===== src/rtl/fetch_controller.sv =====
// -----------------------------------------------------------------------------
// fetch_controller
//
// Instruction-fetch sequencer. Owns the fetch PC, issues one word request at a
// time to instruction memory over a req/ack handshake, buffers returned words
// in a small FIFO and presents the head entry to decode together with its PC
// and next PC. Handles decode stalls, branch redirects (flush, plus discard of
// a response that was already in flight) and a halt at a fixed end address.
//
// Ports
//   clk          rising-edge clock
//   reset        synchronous, active-low reset
//   imem_req     request to instruction memory (registered)
//   imem_addr    byte address of the requested word (registered)
//   imem_ack     memory response; imem_rdata is valid in this cycle
//   imem_rdata   returned instruction word
//   stall_flag   decode cannot accept; the queue head is held
//   br_taken     one-cycle redirect pulse from the branch unit
//   br_target    redirect address (low two bits ignored)
//   if_valid     queue head valid to decode
//   if_instn     head instruction (0 when if_valid=0)
//   if_pc        head instruction's PC (0 when if_valid=0)
//   if_nextpc    if_pc + 4 (0 when if_valid=0)
//   queue_count  queue occupancy
//   halted       fetching stopped at HALT_PC
// -----------------------------------------------------------------------------
module fetch_controller #(
    parameter logic [31:0] RESET_PC = 32'd0,
    parameter logic [31:0] HALT_PC  = 32'd48,
    parameter int unsigned QDEPTH   = 2
) (
    input  logic                      clk,
    input  logic                      reset,
    output logic                      imem_req,
    output logic [31:0]               imem_addr,
    input  logic                      imem_ack,
    input  logic [31:0]               imem_rdata,
    input  logic                      stall_flag,
    input  logic                      br_taken,
    input  logic [31:0]               br_target,
    output logic                      if_valid,
    output logic [31:0]               if_instn,
    output logic [31:0]               if_pc,
    output logic [31:0]               if_nextpc,
    output logic [$clog2(QDEPTH):0]   queue_count,
    output logic                      halted
);

    localparam int unsigned PTR_W = $clog2(QDEPTH);
    localparam int unsigned CNT_W = PTR_W + 1;
    localparam logic [CNT_W-1:0] FULL_CNT = CNT_W'(QDEPTH);

    // ST_DRAIN doubles as the "discard the pending response" flag: the only
    // way to be there is a redirect that abandoned an outstanding request.
    typedef enum logic [1:0] {
        ST_RUN   = 2'd0,
        ST_DRAIN = 2'd1,
        ST_HALT  = 2'd2
    } state_t;

    state_t           state_q,    state_d;
    logic [31:0]      fetch_pc_q, fetch_pc_d;
    logic             req_q,      req_d;
    logic [31:0]      addr_q,     addr_d;
    logic [PTR_W-1:0] rd_ptr_q,   rd_ptr_d;
    logic [PTR_W-1:0] wr_ptr_q,   wr_ptr_d;
    logic [CNT_W-1:0] count_q,    count_d;

    // Queue storage carries data only, so it is not reset; count_q alone
    // decides which entries are meaningful.
    logic [31:0]      instn_q [QDEPTH];
    logic [31:0]      instn_d [QDEPTH];
    logic [31:0]      qpc_q   [QDEPTH];
    logic [31:0]      qpc_d   [QDEPTH];

    logic             q_empty;
    logic             ack_seen;
    logic             do_push;
    logic             do_pop;

    // -------------------------------------------------------------------------
    // Next-state / datapath
    // -------------------------------------------------------------------------
    always_comb begin
        state_d    = state_q;
        fetch_pc_d = fetch_pc_q;
        req_d      = req_q;
        addr_d     = addr_q;
        rd_ptr_d   = rd_ptr_q;
        wr_ptr_d   = wr_ptr_q;
        count_d    = count_q;
        instn_d    = instn_q;
        qpc_d      = qpc_q;

        q_empty  = (count_q == '0);
        // An ack with nothing outstanding (e.g. left over from before a
        // reset) is meaningless and must not be consumed.
        ack_seen = req_q && imem_ack;
        do_push  = 1'b0;
        do_pop   = !q_empty && !stall_flag && !br_taken;

        if (br_taken) begin
            // Redirect wins over everything: flush, retarget, and either
            // wait out the abandoned request or go straight back to RUN.
            fetch_pc_d = br_target & 32'hFFFF_FFFC;
            rd_ptr_d   = '0;
            wr_ptr_d   = '0;
            count_d    = '0;
            if (req_q && !imem_ack) begin
                state_d = ST_DRAIN;
            end else begin
                state_d = ST_RUN;
                req_d   = 1'b0;
            end
        end else begin
            unique case (state_q)
                ST_RUN: begin
                    if (ack_seen) begin
                        do_push    = 1'b1;
                        fetch_pc_d = fetch_pc_q + 32'd4;
                        req_d      = 1'b0;
                    end else if (!req_q && (count_q < FULL_CNT) &&
                                 (fetch_pc_q != HALT_PC)) begin
                        // Only issue when a slot is free for the reply, so
                        // a push can never hit a full queue.
                        req_d  = 1'b1;
                        addr_d = fetch_pc_q;
                    end else if (!req_q && q_empty &&
                                 (fetch_pc_q == HALT_PC)) begin
                        state_d = ST_HALT;
                    end
                end
                ST_DRAIN: begin
                    // Response to the abandoned address is dropped.
                    if (ack_seen) begin
                        req_d   = 1'b0;
                        state_d = ST_RUN;
                    end
                end
                ST_HALT: begin
                    state_d = ST_HALT;
                end
                default: begin
                    state_d = ST_RUN;
                end
            endcase

            if (do_push) begin
                instn_d[wr_ptr_q] = imem_rdata;
                qpc_d[wr_ptr_q]   = addr_q;
                wr_ptr_d          = wr_ptr_q + PTR_W'(1);
            end
            if (do_pop) begin
                rd_ptr_d = rd_ptr_q + PTR_W'(1);
            end
            unique case ({do_push, do_pop})
                2'b10:   count_d = count_q + CNT_W'(1);
                2'b01:   count_d = count_q - CNT_W'(1);
                default: count_d = count_q;
            endcase
        end
    end

    // -------------------------------------------------------------------------
    // Control registers
    // -------------------------------------------------------------------------
    always_ff @(posedge clk) begin
        if (!reset) begin
            state_q    <= ST_RUN;
            fetch_pc_q <= RESET_PC;
            req_q      <= 1'b0;
            addr_q     <= RESET_PC;
            rd_ptr_q   <= '0;
            wr_ptr_q   <= '0;
            count_q    <= '0;
        end else begin
            state_q    <= state_d;
            fetch_pc_q <= fetch_pc_d;
            req_q      <= req_d;
            addr_q     <= addr_d;
            rd_ptr_q   <= rd_ptr_d;
            wr_ptr_q   <= wr_ptr_d;
            count_q    <= count_d;
        end
    end

    // -------------------------------------------------------------------------
    // Queue storage
    // -------------------------------------------------------------------------
    always_ff @(posedge clk) begin
        instn_q <= instn_d;
        qpc_q   <= qpc_d;
    end

    // -------------------------------------------------------------------------
    // Outputs
    // -------------------------------------------------------------------------
    always_comb begin
        imem_req    = req_q;
        imem_addr   = addr_q;
        queue_count = count_q;
        halted      = (state_q == ST_HALT);
        if_valid    = !q_empty;
        if_instn    = 32'd0;
        if_pc       = 32'd0;
        if_nextpc   = 32'd0;
        if (!q_empty) begin
            if_instn  = instn_q[rd_ptr_q];
            if_pc     = qpc_q[rd_ptr_q];
            if_nextpc = qpc_q[rd_ptr_q] + 32'd4;
        end
    end

endmodule


===== config.mk =====
export PLATFORM = sky130hd
export DESIGN_NAME = fetch_controller
export DESIGN_NICKNAME = d
export VERILOG_FILES = /design/src/rtl/fetch_controller.sv
export SDC_FILE = /design/constraint.sdc
export NUM_CORES = 1
export LEC_CHECK = 0
export CAP_MARGIN = 20
export CORE_ASPECT_RATIO = 0.75
export CORE_UTILIZATION = 54
export CTS_BUF_LIST = sky130_fd_sc_hd__clkbuf_4
export CTS_CLUSTER_SIZE = 20
export DETAILED_ROUTE_END_ITERATION = 8
export DONT_BUFFER_PORTS = 1
export MAX_ROUTING_LAYER = met4
export PLACE_DENSITY = 0.69
export SETUP_SLACK_MARGIN = 0.05
export SYNTH_ARGS = -nofsm -noshare
export SYNTH_HDL_FRONTEND = slang
export SYNTH_SLANG_ARGS = --single-unit

===== constraint.sdc =====
create_clock -name clk -period 17.6 [get_ports clk]
set_input_delay 2.64 -clock clk [delete_from_list [all_inputs] [get_ports clk]]
set_output_delay 2.64 -clock clk [all_outputs]
set_load 0.01 [all_outputs]

# Word-level counts from Yosys, hierarchy flattened
# Index checks and enable logic that the tools add are counted.
# op_classes
bitwise	5
muxes	33
addsub	6
n_reduce_logical	27
n_eq_ne	12
order_cmp	4
# op_table
cell	n
$mux 32	13
$bwmux 64	2
$add 32x3->32 const B	2
$demux 32 s1	1
$eq 32x6->1 const B	1
$ne 32x6->1 const B	1
$ne 3x3->1 const B	4
$reduce_and 4->1	3
$mux 2	5
$logic_and 1x1->1	9
$mux 1	9
$pmux 2 s3	1
$reduce_and 2->1	3
$reduce_bool 2->1	3
$logic_not 1->1	5
$eq 2x1->1 const B	2
$eq 2x2->1 const B	2
$ge 2x2->1 const B	2
$logic_not 2->1	2
$ne 4x4->1 const B	1
$not 1->2	2
$pmux 2 s2	1
$not 1->1	3
$reduce_bool 3->1	1
8 further kinds	9
# word_totals
inputBits	69
ff_bits	199

# Longest topological paths before layout
# Gate-level depths: netlist of run 1.
# depth
depth_word	8
depth_mapped	10
depth_no_buf	7

# Worst setup path before layout of run 1
# Ideal clock, no wire load.
# synth_timing
kind	input port to flip-flop
startpoint	input port imem_ack
endpoint	register instn_q[32] (netlist bit), enable pin
setup_time_ns	0.558
path_slack_ns	9.802
required_time_ns	17.042
arrival_time_ns	7.240
cell_stages	4
cell_sequence	and4bb_1 buf_4 inv_2 nor3_1
# synth_between
elab_chain_cells	5
# synth_rtl
element	line	source
start, declared	36	input logic imem_ack,
$logic_and 1x1->1	98	ack_seen = req_q && imem_ack;
$mux 1	118	if (ack_seen) begin
$mux 1	116	unique case (state_q)
$mux 1	102	if (br_taken) begin
$reduce_and 2->1 (no line)	--	
end signal, assigned	191	instn_q <= instn_d;
end, declared	71	logic [31:0] instn_q [QDEPTH];
# Every way passes these cells. The select of a mux whose other input is x is not followed.
# A chain may end at the register's enable or synchronous reset.

# Worst setup path in the final report of run 1
# layout_timing
startpoint	register rd_ptr_q
endpoint	output port if_nextpc[24]
# layout_between
elab_chain_cells	6
# layout_rtl
element	line	source
start, declared	65	logic [PTR_W-1:0] rd_ptr_q, rd_ptr_d;
start signal, assigned	181	rd_ptr_q <= rd_ptr_d;
$not 1->2 (not written as such)	210	if_nextpc = qpc_q[rd_ptr_q] + 32'd4;
$mux 32 (not written as such) (3 in a row)	210	
$add 32x3->32	210	
$mux 32	207	if (!q_empty) begin
end, declared	44	output logic [31:0] if_nextpc,
# Every way passes these cells. The select of a mux whose other input is x is not followed.

==> out/metrics.yaml, run 1 <==
outcome:
  status: "completed"
pwr:
  power_switching_w: 0.000183
  power_frac_seq_pct: 65.3
  worst_ir_drop_vdd_v: 0.0000672
  combPwrFrac_pct: 5.0
  clkPwrFrac_pct: 29.7
  power_density_nw_per_um2: 85.2
  intPower_w: 0.000590
  leakagePower_nw: 2.92
  p_sw_share_pct: 23.7
  finalPower_w: 0.000773
logic_synthesis:
  synth_cell_types: 48
  yosysWarningCount: 0
  syn_avg_cell_area_sq_um: 11.3
  synthFlopType: "edfxtp_1"
  async_reset_ff_share_pct: 0
  synth_edf_count: 124
  ys_seq_area_share_pct: 58.3
  synth_area_sq_um: 8690
  yosys_register_bits: 191
  synth_cells: 768
critical_path:
  path_class: "flop to output port"
  cp_data_arrival_time_ns: 4.21
  worstRegToRegCells: 6
  start_kind: "flop"
  cp_top_family: "compound AO/OA/AOI/OAI gates"
  rrSetupSlack_ns: 14.85
  critical_path.max_stage_delay_ns: 0.79
  end_kind: "output port"
  cp_max_fo: 48
  crit_top_cell: "nand4_1"
  critPathBufInv: 1
  crit_chain: "buf_4 > nand4_1 > a211oi_1 > nand4_1 > o31ai_1"
  startpoint: "rd_ptr_q"
  crit_required_ns: 14.96
  r2r_end: "fetch_pc_q[29]"
  timing.rr.start: "imem_req"
  cp_slowest_cell: "dfxtp_4"
layout:
  nets: 820
  n_fill_cell: 1270
  drive_gt1_share_pct: 6.45
  final_cells: 965
  ff_latch_area_sq_um: 5070
  finalInstanceArea_sq_um: 9060
  syn_to_final_growth_pct: 4.36
  final_cell_mix: "124 x edfxtp_1, 89 x mux2i_1, 87 x nor2_1"
  final_common_cell: "edfxtp_1"
  multiInputGateArea_sq_um: 3370
  n_antenna_cell: 0
min_path:
  hold_start: "state_q[0]"
  hold_depth: 1
  holdPathEnd: "state_q[1]"
  hold_path_class: "flop to flop"
timing:
  tightest_slew_ns: 0.909
  fin_setup_tns_ns: 0
  drv_slew: 0
  relSlewSlack_pct: 39.0
  rsz0062_at_grt: "false"
  setup_viol: 0
  finalCriticalPeriod_ns: 6.85
  fin_crit_sh_pct: 38.9
  layout_setup_ws_ns: 10.75
  max_freq_ghz: 0.146
  report.final.hold_viol_count: 0
  finClkSkew_ns: 0.0276
clock_tree:
  post_cts_resize_count: 0
  cts_hold_buf: 0
  cts_buffers: 17
  clock-sinks: 191
  cts_tree: "built"
  cts_max_level: 4
  cts_setup_buffers: 0
  clk-insertion-delay-late_ns: 0.57
  cts-root-buf: "clkbuf_4"
  clkTransAtPathRegs_ns: 0.16
  clk_path_buf_depth: 2
place:
  io_buffers: 0
  place_inst: 933
  place_ws_ns: 11.43
  dpl_cell_area_sq_um: 8790
  dp_hpwl_mm: 13.7
  gp_congestion: 0.897
job:
  drv_cap: 0
floorplan:
  start_util_pct: 56.2
  io-pin-count: 202
  die_area_sq_um: 16600
  fp.coreArea_sq_um: 15500
  rows: 39
  die_height_um: 112
  die_w_um: 148
drt:
  drt_first_iter_violations: 472
  vias: 5718
  wl_per_cell_um: 20.0
  drtAntennaViolNets: 0
  drc: 0
  dr.pass1.iters: 5
  vias_per_cell: 5.93
  drt-total-wl_mm: 19.3
global_routing:
  grt_pass1_wl_mm: 30.1
  grt_start_max_net_pins: 80
  gr-usage-all-layers_pct: 24.6
  antenna_found_initial: 0
  grt_pass1_vias: 5454
  gr-total-overflow: 0
[stage by stage]
step                      util (%)  hold WS (ns)
after floorplan                  -         0.461
after global placement        56.8         0.498
after detailed placement      56.8         0.498
after CTS                     58.6         0.519
after global routing          58.6         0.528
final                         58.6         0.520
[layout make-up]
cell class,count,share of cell area (%)
multi-input cells,520,37.2
inverters,10,0.414
well taps,205,2.83
flip-flops and latches,191,55.9
clock inverters,14,1.55
repair buffers,7,0.580
clock buffers,18,1.49
[worst reg2reg max path, stage by stage, from the launching register on]
cell	delay [ns]
dfxtp_1	0.54
and4bb_1	0.51
inv_2	0.18
or3_1	0.54
or3_1	0.43
or3_1	0.32
a31oi_1	0.16
[state kept, by name, indices dropped and copies added, names as in the netlist]
| name | flops |
|---|---|
| queue_count | 2 |
| rd_ptr_q | 1 |
| qpc_q | 60 |
| wr_ptr_q | 1 |
| imem_addr | 30 |
| imem_req | 1 |
| state_q | 2 |
| fetch_pc_q | 30 |
| instn_q | 64 |
[power by group through the flow]
stage          registers, W   logic, W  clock network (W)
4_1_cts            0.000504  0.0000389           0.000235
5_1_grt            0.000506  0.0000430           0.000255
3_5_place_dp       0.000514  0.0000387                  0
2_1_floorplan      0.000508  0.0000359                  0
6_report           0.000504  0.0000387           0.000230
3_3_place_gp       0.000514  0.0000373                  0
[cells in the mapped netlist (all sizes together) (5+ instances only)]
cell / instances / area (sq um)
xnor2: 36 / 315
nand4b: 6 / 52.6
nand2b: 5 / 31.3
or3: 5 / 31.3
inv: 9 / 33.8
edfxtp: 124 / 3720
o211a: 7 / 70.1
dfxtp: 67 / 1340
nor2b: 30 / 188
a21oi: 23 / 115
nor3: 13 / 65.1
mux2i: 89 / 891
nor2: 88 / 330
nand2: 51 / 191
nand4: 18 / 113
o21ai: 40 / 200
nand3: 20 / 100
buf: 23 / 133
clkbuf: 29 / 109
o31ai: 9 / 67.6
xor2: 7 / 61.3
and2: 6 / 37.5
nor4: 17 / 106
and3: 5 / 31.3
[logic make-up (layout without fill, tap and decap cells)]
logic type | count (synthesis) | after routing | synth area share [%]
AOI/OAI and AO/OA | 98 | 98 | 6.87
and+or+nand+nor | 276 | 276 | 15.9
adders and majority gates | 4 | 4 | 0.576
buffers and inverters | 62 | 49 | 3.21
other | 1 | 6 | 0.0432
xor gates and xnor gates | 43 | 43 | 4.34
muxes | 93 | 93 | 10.8
DFF | 191 | 191 | 58.3
[per-layer routing]
| layer | part of all wire, % | GRT usage (%) | up-vias |
|---|---|---|---|
| met5 | 0 | - | - |
| li1 | - | - | 2733 |
| met1 | 43 | 31.9 | 2768 |
| met4 | 1.1 | 6.12 | 0 |
| met2 | 47 | 36.9 | 202 |
| met3 | 8.8 | 8.61 | 15 |
[worst max path at each step]
stage | end | slack, ns | cells past startpoint
floorplan | instn_q[32] | 9.80 | 4
global placement | if_nextpc[24] | 11.44 | 5
detailed placement | if_nextpc[24] | 11.43 | 5
CTS | if_nextpc[24] | 10.77 | 5
global route | if_nextpc[24] | 10.44 | 5
finish | if_nextpc[24] | 10.75 | 5
Power figures use the tool's default switching activity.
==> run 2: changes to the inputs <==
PLACE_DENSITY = 0.72   (was 0.69)
clock period = 5.5 ns   (was 17.6 ns; I/O delays follow)
==> run 2 against run 1 <==
Against the previous run: clock skew fell by 0.0053 ns; clock power increased to 3.5 times the previous value; core utilization grew 0.54 points; non-clock buffer count is 3 higher; first-iteration DRC count is 11% lower; routed wire length increased by 0.93%; count of clock-buffer cells in the layout up 1; final cell count is 0.31% higher; global-route usage is 0.24 points lower; register-to-register slack worse by 12 ns; critical endpoint is now if_nextpc[19]; highest routed layer unchanged.
==> out/metrics.yaml, run 2 (synthesis gave the netlist of run 1 again) <==
pwr:
  worst_ir_drop_vdd_v: 0.000211
  power_frac_seq_pct: 63.4
  power_density_nw_per_um2: 278
  leakagePower_nw: 2.95
  power_switching_w: 0.000604
  combPwrFrac_pct: 4.9
  p_sw_share_pct: 23.7
  intPower_w: 0.00194
  clkPwrFrac_pct: 31.7
drt:
  dr.pass1.iters: 5
  vias: 5759
  drc: 0
  wl_per_cell_um: 20.1
  vias_per_cell: 5.95
  drtAntennaViolNets: 0
  drt_first_iter_violations: 419
  drt-total-wl_mm: 19.5
clock_tree:
  cts_setup_buffers: 0
  clock-sinks: 191
  post_cts_resize_count: 0
  cts-root-buf: "clkbuf_4"
  clk_path_buf_depth: 2
  cts_tree: "built"
  cts_buffers: 17
  clk-insertion-delay-late_ns: 0.57
  cts_max_level: 4
  clkTransAtPathRegs_ns: 0.16
  cts_hold_buf: 0
layout:
  syn_to_final_growth_pct: 5.33
  nets: 823
  multiInputGateArea_sq_um: 3380
  top_register: "instn_q"
  reg_top3: "instn_q x64, qpc_q x60"
  largest_register_ffs: 64
  final_cell_mix: "124 x edfxtp_1, 89 x mux2i_1, 87 x nor2_1"
  ff_latch_area_sq_um: 5070
  final_common_cell: "edfxtp_1"
  n_fill_cell: 1269
  n_antenna_cell: 0
  drive_gt1_share_pct: 6.68
floorplan:
  fp.coreArea_sq_um: 15500
  start_util_pct: 56.2
  rows: 39
  die_w_um: 148
  io-pin-count: 202
  die_area_sq_um: 16600
  die_height_um: 112
timing:
  max_freq_ghz: 0.214
  layout_setup_ws_ns: 0.819
  finalCriticalPeriod_ns: 4.68
  drv_slew: 0
  finClkSkew_ns: 0.0223
  setup_viol: 0
  tightest_slew_ns: 0.895
  fin_setup_tns_ns: 0
  rsz0062_at_grt: "false"
  fin_crit_sh_pct: 85.1
  relSlewSlack_pct: 40.3
  report.final.hold_viol_count: 0
  fin_hold_ws_ns: 0.330
critical_path:
  crit_chain: "buf_4 > nand2_1 > o32ai_1 > nand4_1 > o31ai_1"
  cp_slowest_cell: "dfxtp_4"
  path_class: "flop to output port"
  cp_max_fo: 57
  critical_path.max_stage_delay_ns: 0.90
  cp_data_arrival_time_ns: 3.86
  start_kind: "flop"
  crit_required_ns: 4.68
  end_kind: "output port"
job:
  drv_cap: 0
place:
  io_buffers: 0
  place_ws_ns: 1.47
  dp_hpwl_mm: 13.7
  gp_congestion: 0.847
global_routing:
  antenna_found_initial: 0
  grt_start_max_net_pins: 64
  grt_pass1_vias: 5427
  gr-usage-all-layers_pct: 24.4
  gr-total-overflow: 0
  grt_pass1_wl_mm: 30.0
min_path:
  hold_path_class: "input pin to flop"
outcome:
  status: "completed"
-- run 2: changes by cell type in the layout (fill, tap and decap cells not counted), sizes merged --
cell / before / now
buf: 7 / 10
clkbuf: 18 / 19
clkinv: 8 / 6
bufinv: 2 / 3
-- run 2: power groups by stage --
| stage | clock network [W] | logic, W | registers (W) |
|---|---|---|---|
| after floorplan | 0 | 0.000115 | 0.00162 |
| after global placement | 0 | 0.000120 | 0.00164 |
| after detailed placement | 0 | 0.000124 | 0.00165 |
| after CTS | 0.000818 | 0.000125 | 0.00161 |
| after global routing | 0.000878 | 0.000139 | 0.00162 |
| final | 0.000807 | 0.000125 | 0.00161 |
-- run 2: worst max-delay path: cells and delay by family (launching register included) --
kind            cells  cell delay [ns]
compound gates      2             1.04
buf+inv             1             0.56
simple gates        2             0.74
flops               1             0.90
-- run 2: final timing paths --
path	depth (start not counted)	startpoint	slack, ns	end
setup reg to reg	6	imem_req	2.81	fetch_pc_q[29]
setup / recovery	5	rd_ptr_q	0.82	if_nextpc[19]
hold reg to reg	0	imem_addr[8]	0.55	qpc_q[8]
hold / removal	0	imem_rdata[17]	0.33	instn_q[49]
-- run 2: cell type report --
class / instances / area share, %
tap: 205 / 2.80
timing repair buffer: 10 / 1.09
clock inverter: 13 / 1.78
multi-input combinational: 520 / 37.0
inverter: 10 / 0.410
clock buffer: 19 / 1.56
sequential: 191 / 55.4
-- run 2: stage by stage --
step                total power [W]  util (%)  area, sq um  instances
floorplan                   0.00174         -         8710        773
global placement            0.00176      56.9         8800        934
detailed placement          0.00177      56.9         8800        934
CTS                         0.00256      58.9         9110        966
global route                0.00264      59.1         9150        968
finish                      0.00255      59.1         9150        968
-- run 2: layer usage --
| metal | vias up | part of all wire (%) | track usage [%] |
|---|---|---|---|
| met5 | - | 0 | - |
| met4 | 0 | 1.2 | 6.46 |
| met3 | 17 | 9.7 | 8.32 |
| met2 | 231 | 46 | 36.8 |
| met1 | 2764 | 43 | 31.3 |
| li1 | 2747 | - | - |
==> run 3: changes to the inputs <==
CORE_UTILIZATION = 52   (was 54)
DONT_BUFFER_PORTS = not set   (was 1)
PLACE_DENSITY = 0.83   (was 0.72)
SLEW_MARGIN = 20   (was not set)
clock period = 4.9 ns   (was 5.5 ns; I/O delays follow)
==> run 3 against run 2 <==
Against the previous run: cell area increased by 21%; clock power increased by 13%; flip-flop and latch count unchanged; count of clock-buffer cells in the layout decreased by 2.
==> out/metrics.yaml, run 3 (synthesis gave the netlist of run 1 again) <==
outcome:
  status: "completed"
global_routing:
  use_met3_pct: 5.92
  grt_use_met1_pct: 36.2
  grt_pass1_wl_mm: 31.8
  use_met2_pct: 37.3
  gr-total-overflow: 0
  grt_start_max_net_pins: 79
  antenna_found_initial: 0
  grt.busiest_layer: "met2"
  gr-usage-all-layers_pct: 25.4
  grt_pass1_vias: 5959
drt:
  vias: 6527
  dr.pass1.iters: 5
  vias_per_cell: 5.58
  drtAntennaViolNets: 0
  drt_first_iter_violations: 574
  drc: 0
  drt-total-wl_mm: 20.9
  wl_per_cell_um: 17.9
critical_path:
  cp_data_arrival_time_ns: 3.82
  path_class: "flop to output port"
  cp_top_family: "buffers and inverters"
  start_kind: "flop"
  critPathBufInv: 2
  end_kind: "output port"
  cp_slowest_cell: "dfxtp_4"
  rrSetupSlack_ns: 2.21
  crit_required_ns: 4.16
  critical_path.max_stage_delay_ns: 0.73
  crit_chain: "buf_12 > mux2i_1 > a211oi_1 > nand3b_1 > nor4_1 > mux2_2 > clkdlybuf4s50_1"
  cp_max_fo: 44
timing:
  finalCriticalPeriod_ns: 4.55
  fin_setup_tns_ns: 0
  max_freq_ghz: 0.220
  finClkSkew_ns: 0.0257
  report.final.hold_viol_count: 0
  rsz0062_at_grt: "false"
  fin_crit_sh_pct: 92.9
  relSlewSlack_pct: 41.9
  layout_setup_ws_ns: 0.348
  drv_slew: 0
  tightest_slew_ns: 0.872
  setup_viol: 0
place:
  place_ws_ns: 1.04
  gp_congestion: 0.864
  io_buffers: 193
  dp_hpwl_mm: 15.2
layout:
  multiInputGateArea_sq_um: 3380
  drive_gt1_share_pct: 5.42
  final_common_cell: "clkdlybuf4s50_1"
  final_cell_mix: "193 x clkdlybuf4s50_1, 124 x edfxtp_1, 89 x mux2i_1"
  n_fill_cell: 1195
  syn_to_final_growth_pct: 27.9
  ff_latch_area_sq_um: 5070
  reg_top3: "instn_q x64, qpc_q x60"
  top_register: "instn_q"
  largest_register_ffs: 64
  nets: 1019
  n_antenna_cell: 0
pwr:
  finalPower_w: 0.00297
  power_density_nw_per_um2: 267
  leakagePower_nw: 3.65
  worst_ir_drop_vdd_v: 0.000167
clock_tree:
  cts_tree: "built"
  clock-sinks: 191
  cts-root-buf: "clkbuf_4"
  post_cts_resize_count: 0
  clk_path_buf_depth: 2
  cts_setup_buffers: 0
  cts_max_level: 4
  cts_hold_buf: 0
  cts_buffers: 17
  clkTransAtPathRegs_ns: 0.14
  clk-insertion-delay-late_ns: 0.56
min_path:
  hold_path_class: "flop to flop"
floorplan:
  start_util_pct: 53.7
  fp.coreArea_sq_um: 16200
  die_w_um: 151
  rows: 40
  io-pin-count: 202
  die_height_um: 114
  die_area_sq_um: 17200
job:
  drv_cap: 0
==> run 3: changes by cell type in the layout (fill, tap and decap cells not counted), moves of 2 or more <==
cell,before,now
clkdlybuf4s50_1,0,193
buf_4,8,12
clkbuf_4,19,17
clkinv_1,2,4
clkinv_4,3,1
clkinvlp_4,1,3
inv_4,2,0
==> run 3: routing by layer <==
layer | vias to the layer above | share of wire, %
met5 | - | 0
met4 | 0 | 1.0
met3 | 15 | 8.6
met2 | 268 | 44
met1 | 3109 | 46
li1 | 3135 | -
==> run 3: path summary, 6_finish.rpt <==
kind                                     from        endpoint  cells after the start
worst min register to register  imem_addr[28]       qpc_q[60]                      0
worst max register to register       imem_req  fetch_pc_q[29]                      6
worst max-delay path                 rd_ptr_q   if_nextpc[31]                      7
worst min-delay path            imem_addr[28]       qpc_q[60]                      0
==> run 3: through the flow <==
step / cell area (sq um) / util, % / cells / hold slack [ns]
after floorplan: 8710 / - / 773 / 0.461
after global placement: 10800 / 66.8 / 1137 / 0.463
after detailed placement: 10800 / 66.8 / 1137 / 0.472
after CTS: 11100 / 68.7 / 1169 / 0.506
after global routing: 11100 / 68.7 / 1169 / 0.523
final: 11100 / 68.7 / 1169 / 0.496
==> run 3: power breakdown <==
part / internal (W) / switching [W] / leakage (nW)
sequential: 0.00175 / 0.0000529 / 1.75
combinational: 0.000139 / 0.000113 / 1.74
clock: 0.000402 / 0.000510 / 0.161
==> run 3: layout make-up <==
| class | count | area share [%] |
|---|---|---|
| sequential | 191 | 45.6 |
| timing repair buffer | 206 | 18.4 |
| multi-input combinational | 520 | 30.4 |
| clock buffer | 17 | 1.15 |
| clock inverter | 15 | 1.71 |
| inverter | 10 | 0.338 |
| tap | 210 | 2.37 |
